## config.mk

```make
export PLATFORM = sky130hd
export DESIGN_NAME = omsp_dbg_uart_host
export DESIGN_NICKNAME = d
export VERILOG_FILES = /design/src/rtl/omsp_dbg_uart_host.sv
export SDC_FILE = /design/constraint.sdc
export NUM_CORES = 1
export LEC_CHECK = 0
export ABC_CLOCK_PERIOD_IN_PS = 5190
export BUFFER_PORTS_ARGS = -buffer_cell sky130_fd_sc_hd__buf_2
export CAP_MARGIN = 20
export CORE_MARGIN = 2
export CORE_UTILIZATION = 50
export DETAILED_ROUTE_END_ITERATION = 10
export PLACE_DENSITY_LB_ADDON = 0.15
export RECOVER_POWER = 50
export SLEW_MARGIN = 20
export SYNTH_ARGS = -nofsm -noshare
export SYNTH_HDL_FRONTEND = slang
export SYNTH_SLANG_ARGS = --single-unit
```

## constraint.sdc

```tcl
create_clock -name dco_clk -period 5.19 [get_ports dco_clk]
set_input_delay 0.519 -clock dco_clk [delete_from_list [all_inputs] [get_ports dco_clk]]
set_output_delay 0.519 -clock dco_clk [all_outputs]
set_load 0.02 [all_outputs]
```

## src/rtl/omsp_dbg_uart_host.sv

```systemverilog
// omsp_dbg_uart_host: serial host that turns a command handshake into openMSP430 debug-UART frames.
module omsp_dbg_uart_host #(
  parameter int CLK_DIV = 16,
  parameter int TIMEOUT = 64
) (
  input  logic        dco_clk,
  input  logic        reset_n,
  input  logic        cmd_valid,
  output logic        cmd_ready,
  input  logic        cmd_write,
  input  logic        cmd_byte8,
  input  logic [5:0]  cmd_addr,
  input  logic [15:0] cmd_wdata,
  output logic        rsp_valid,
  output logic        rsp_err,
  output logic [15:0] rsp_rdata,
  output logic        uart_txd,
  input  logic        uart_rxd,
  output logic        sync_done
);
  localparam int TO_CNT = TIMEOUT * CLK_DIV;
  localparam int TW = $clog2(TO_CNT + 1);
  localparam logic [7:0] TMAX = 8'(CLK_DIV - 1);
  localparam logic [7:0] HALF = 8'(CLK_DIV / 2 - 1);
  typedef enum logic [2:0] {SYNC, IDLE, TX_CMD, TX_LO, TX_HI, RX_LO, RX_HI, DONE} state_t;
  state_t      r_state;
  logic        r_wr, r_b8, r_ready, r_sync_done, r_rsp_valid, r_rsp_err;
  logic [5:0]  r_addr;
  logic [15:0] r_wdata, r_rsp_rdata;
  logic        r_tx_act, r_txd, r_rx_act;
  logic [7:0]  r_tx_tmr, r_rx_tmr, r_rx_sh, r_lo;
  logic [3:0]  r_tx_idx, r_rx_idx;
  logic [8:0]  r_tx_sh;
  logic [2:0]  r_rx_s;
  logic [TW-1:0] r_to;
  logic        w_rx, w_rx_fall, w_in_rx, w_tx_end, w_rx_end, w_to, w_ld;
  logic [7:0]  w_ld_byte;
  // r_rx_s[1:0] is the synchroniser; r_rx_s[2] is the previous synchronised level for edge detection
  assign w_rx      = r_rx_s[1];
  assign w_rx_fall = r_rx_s[2] & ~r_rx_s[1];
  assign w_in_rx   = (r_state == RX_LO) || (r_state == RX_HI);
  assign w_tx_end  = r_tx_act && (r_tx_tmr == 8'd0) && (r_tx_idx == 4'd9);
  assign w_rx_end  = r_rx_act && (r_rx_tmr == 8'd0) && (r_rx_idx == 4'd9);
  assign w_to      = w_in_rx && !r_rx_act && (r_to == TW'(TO_CNT - 1));
  // a follow-on frame is loaded on the same edge the previous stop bit ends, keeping frames back-to-back
  assign w_ld = (!r_tx_act && (r_state == SYNC || r_state == TX_CMD)) ||
                (w_tx_end && ((r_state == TX_CMD && r_wr) || (r_state == TX_LO && !r_b8)));
  assign w_ld_byte = (r_state == SYNC) ? 8'h80 :
                     (r_state == TX_CMD && !r_tx_act) ? {r_wr, r_b8, r_addr} :
                     (r_state == TX_CMD) ? r_wdata[7:0] : r_wdata[15:8];
  assign uart_txd  = r_txd;
  assign cmd_ready = r_ready;
  assign sync_done = r_sync_done;
  assign rsp_valid = r_rsp_valid;
  assign rsp_err   = r_rsp_err;
  assign rsp_rdata = r_rsp_rdata;
  always_ff @(posedge dco_clk or negedge reset_n) begin
    if (!reset_n) begin
      r_state <= SYNC;
      r_wr <= 1'b0;
      r_b8 <= 1'b0;
      r_addr <= '0;
      r_wdata <= '0;
      r_ready <= 1'b0;
      r_sync_done <= 1'b0;
      r_rsp_valid <= 1'b0;
      r_rsp_err <= 1'b0;
      r_rsp_rdata <= '0;
      r_tx_act <= 1'b0;
      r_txd <= 1'b1;
      r_tx_tmr <= '0;
      r_tx_idx <= '0;
      r_tx_sh <= '1;
      r_rx_s <= 3'b111;
      r_rx_act <= 1'b0;
      r_rx_tmr <= '0;
      r_rx_idx <= '0;
      r_rx_sh <= '0;
      r_lo <= '0;
      r_to <= '0;
    end else begin
      r_rx_s <= {r_rx_s[1:0], uart_rxd};
      r_rsp_valid <= 1'b0;
      r_rsp_err <= 1'b0;
      r_rsp_rdata <= '0;
      if (w_ld) begin
        r_tx_act <= 1'b1;
        r_txd <= 1'b0;
        r_tx_sh <= {1'b1, w_ld_byte};
        r_tx_idx <= '0;
        r_tx_tmr <= TMAX;
      end else if (w_tx_end) begin
        r_tx_act <= 1'b0;
      end else if (r_tx_act && r_tx_tmr == 8'd0) begin
        r_txd <= r_tx_sh[0];
        r_tx_sh <= {1'b1, r_tx_sh[8:1]};
        r_tx_idx <= r_tx_idx + 4'd1;
        r_tx_tmr <= TMAX;
      end else if (r_tx_act) begin
        r_tx_tmr <= r_tx_tmr - 8'd1;
      end
      // index 0 is the half-bit start confirmation, 1..8 data, 9 stop
      if (!w_in_rx || w_rx_end) begin
        r_rx_act <= 1'b0;
      end else if (!r_rx_act) begin
        r_rx_act <= w_rx_fall;
        r_rx_tmr <= HALF;
        r_rx_idx <= '0;
      end else if (r_rx_tmr != 8'd0) begin
        r_rx_tmr <= r_rx_tmr - 8'd1;
      end else if (r_rx_idx == 4'd0 && w_rx) begin
        r_rx_act <= 1'b0;
      end else begin
        r_rx_sh <= (r_rx_idx == 4'd0) ? r_rx_sh : {w_rx, r_rx_sh[7:1]};
        r_rx_idx <= r_rx_idx + 4'd1;
        r_rx_tmr <= TMAX;
      end
      r_to <= (!w_in_rx || r_rx_act) ? '0 : (r_to == TW'(TO_CNT)) ? r_to : r_to + TW'(1);
      case (r_state)
        SYNC: if (w_tx_end) begin
          r_state <= IDLE;
          r_sync_done <= 1'b1;
          r_ready <= 1'b1;
        end
        IDLE: if (cmd_valid) begin
          r_wr <= cmd_write;
          r_b8 <= cmd_byte8;
          r_addr <= cmd_addr;
          r_wdata <= cmd_wdata;
          r_ready <= 1'b0;
          r_state <= TX_CMD;
        end
        TX_CMD: if (w_tx_end) r_state <= r_wr ? TX_LO : RX_LO;
        TX_LO, TX_HI: if (w_tx_end) begin
          r_state <= (r_state == TX_LO && !r_b8) ? TX_HI : DONE;
          r_rsp_valid <= (r_state == TX_HI) || r_b8;
        end
        RX_LO, RX_HI: if (w_to || (w_rx_end && !w_rx)) begin
          r_state <= DONE;
          r_rsp_valid <= 1'b1;
          r_rsp_err <= 1'b1;
        end else if (w_rx_end && r_state == RX_LO && !r_b8) begin
          r_lo <= r_rx_sh;
          r_state <= RX_HI;
        end else if (w_rx_end) begin
          r_state <= DONE;
          r_rsp_valid <= 1'b1;
          r_rsp_rdata <= (r_state == RX_LO) ? {8'h00, r_rx_sh} : {r_rx_sh, r_lo};
        end
        DONE: begin
          r_state <= IDLE;
          r_ready <= 1'b1;
        end
        default: r_state <= SYNC;
      endcase
    end
  end
endmodule

```

==> results.json <==
{
  "p_total_mw": 1.47,
  "pwr-share-seq_pct": 60.7,
  "path_max_fanout": 69,
  "n_antenna_cell": 0,
  "hold_viol": 0,
  "synth-seq-area-share_pct": 52.1,
  "cts_tree": "yes",
  "via_per_inst": 5.46,
  "synth.largest_area_cell": "dfrtp_1",
  "cts_buffers": 9,
  "synth_area_mm2": 0.00540,
  "cp_slowest_cell": "clkbuf_1",
  "grt_pass1_vias": 3557,
  "cts_sinks": 112,
  "wirelength_um": 10200,
  "path_class": "in -> async",
  "min_path_type": "in -> reg",
  "postPlaceCellArea_mm2": 0.00572,
  "post_cts_resized": 0,
  "syn_inst": 511,
  "core_area_mm2": 0.0104,
  "failed_checks": "capacitance limit, slew limit",
  "nNetsFinal": 589,
  "critPathMaxStageDelay_ns": 1.70,
  "maxSlewHeadroom_pct": -52.4,
  "dpl.cell_count": 675,
  "cts_buffer_depth": 2,
  "drt_drc_violations_left": 0,
  "cts_max_level": 3,
  "max_freq_mhz": 349,
  "num_io_pins": 49,
  "synthToLayoutAreaGrowth_pct": 9.12,
  "fin_skew_ns": 0.00762,
  "rsz0062_at_grt": "false",
  "p_switching_mw": 0.330,
  "power_frac_clock_pct": 36.6,
  "synth_edf_count": 0,
  "end_kind": "async pin",
  "drv_cap": 1,
  "clock_latency_ns": 0.39,
  "fp.dieW_um": 108,
  "dr_wl_met2_um": 4830,
  "synth_cell_types": 64,
  "critPathRequiredTime_ns": 5.23,
  "outcome": "finished, violations left",
  "yosys_warnings": 0,
  "clk_pin_slew_ns": 0.09,
  "ys.flop_type": "dfrtp_1",
  "post_cts_buffers": 0,
  "drt_iter0_markers": 186,
  "arrival_ns": 2.91,
  "synth_top_area_share_pct": 46.3,
  "netlist_top_cells_count": "dfrtp_1, nand2_1, nor2_1",
  "combPwrFrac_pct": 2.7,
  "vias": 3774,
  "cp_top_family": "buffers and inverters",
  "drtAntennaViolNets": 0,
  "async_flop_share_pct": 100,
  "first_pass_iters": 4,
  "grt_pass1_wl_um": 17100,
  "instances_no_fill": 691,
  "dieHeight_um": 108,
  "floorplan.initialDensity_pct": 51.9,
  "grt_antenna_before_repair": 0,
  "routedWlPerCell_um": 14.7,
  "wl_met3_um": 415,
  "die_area_mm2": 0.0117,
  "rows": 37,
  "setup_viol": 0,
  "synth.top_cells.by_area": "dfrtp_1, mux2_2, dfstp_2",
  "cts_hold_buf": 0,
  "p_sw_share_pct": 22.5,
  "synth_most_common_cell": "dfrtp_1",
  "fillers": 939,
  "synth.avg_cell_area_um2": 10.6,
  "start_kind": "input port",
  "grt_max_degree": 70,
  "p_int_mw": 1.14,
  "fin_crit_ns": 2.86,
  "highest_layer": "met4",
  "path_cells": "buf_4 -> clkbuf_1",
  "track_usage_pct": 18.8,
  "total_leakage_power_nw": 2.65,
  "clockRootBuffer": "clkbuf_8",
  "tightest_slew_ns": 2.29,
  "hold_ws_ns": 0.221,
  "drive_above_1_share_pct": 19.6,
  "path_buf_inv": 2,
  "maxSlewViolCount": 45,
  "gp_congestion": 0.825,
  "powerDensity_mw_per_mm2": 249,
  "finish.instance_area_mm2": 0.00590,
  "hpwl_um": 7110,
  "synth_nets": 550,
  "post-route-period-util_pct": 55.2,
  "wl_met1_um": 4760,
  "ir_drop_v": 0.000232,
  "ys_seq_elements": 112,
  "overflow": 0,
  "port-buffer-count": 48,
  "tns_ns": 0
}
[cell type report]
type | count | area (um2) | share of cell area, %
clock buffers | 10 | 138 | 2.33
clock inverters | 6 | 66.3 | 1.12
inverters | 16 | 62.6 | 1.06
multi-input cells | 361 | 2400 | 40.8
flip-flops and latches | 112 | 2820 | 47.8
well taps | 136 | 170 | 2.89
repair buffers | 50 | 238 | 4.03
[power by group through the flow]
stage / clock (mW) / combinational, mW / sequential, mW
after floorplan: 0 / 0.0130 / 0.905
after global placement: 0 / 0.0411 / 0.908
after detailed placement: 0 / 0.0425 / 0.908
after CTS: 0.561 / 0.0425 / 0.892
after global routing: 0.589 / 0.0468 / 0.893
final: 0.538 / 0.0400 / 0.892
[registers in the layout, summed over array words and instances (netlist names), 6 cells and up]
name / cells
r_tx_tmr: 8
r_wdata: 16
r_addr: 6
rsp_rdata: 16
r_rx_tmr: 8
r_rx_sh: 8
r_to: 11
r_tx_sh: 8
r_lo: 8
[layer usage]
metal,track usage (%),vias up
li1,-,1842
met1,25.1,1860
met2,29.9,61
met3,5.18,11
met4,6.14,0
met5,0,-
[cell usage in the layout (no fill, tap or decap), drive strengths merged, types with 12 or more instances in the layout]
master	count
clkbuf	30
mux2	35
dfstp	12
o21ai	26
and2	13
inv	18
dfrtp	100
a21oi	29
buf	30
mux2i	18
nor2	35
nand2	75
nand3	21
[path summary, 6_finish.rpt]
kind	endpoint	startpoint	cells after the start	slack, ns
max in group dco_clk	r_tx_tmr[5]	r_state[2]	5	2.73
min reg2reg	r_rx_s[1]	r_rx_s[0]	0	0.37
min	r_rx_s[0]	uart_rxd	1	0.22
max	r_to[3]	reset_n	2	2.33
min in group asynchronous	r_to[7]	reset_n	1	0.23
max reg2reg	r_tx_tmr[5]	r_state[2]	5	2.73
[metrics by stage]
stage,setup WS [ns],util (%)
final,2.33,56.6
after global routing,1.65,56.6
after CTS,2.72,56.9
after detailed placement,2.76,54.9
after global placement,2.40,54.7
after floorplan,3.15,-
[kinds of logic after synthesis]
logic type	after synthesis	share of synthesized area, %
compound gates	83	9.84
xor+xnor	16	2.73
fa+ha+maj	11	2.55
buf+inv	38	3.52
flops	112	52.1
mux	53	10.6
simple gates	198	18.6
Note: power is estimated with default switching activity, not from simulation.
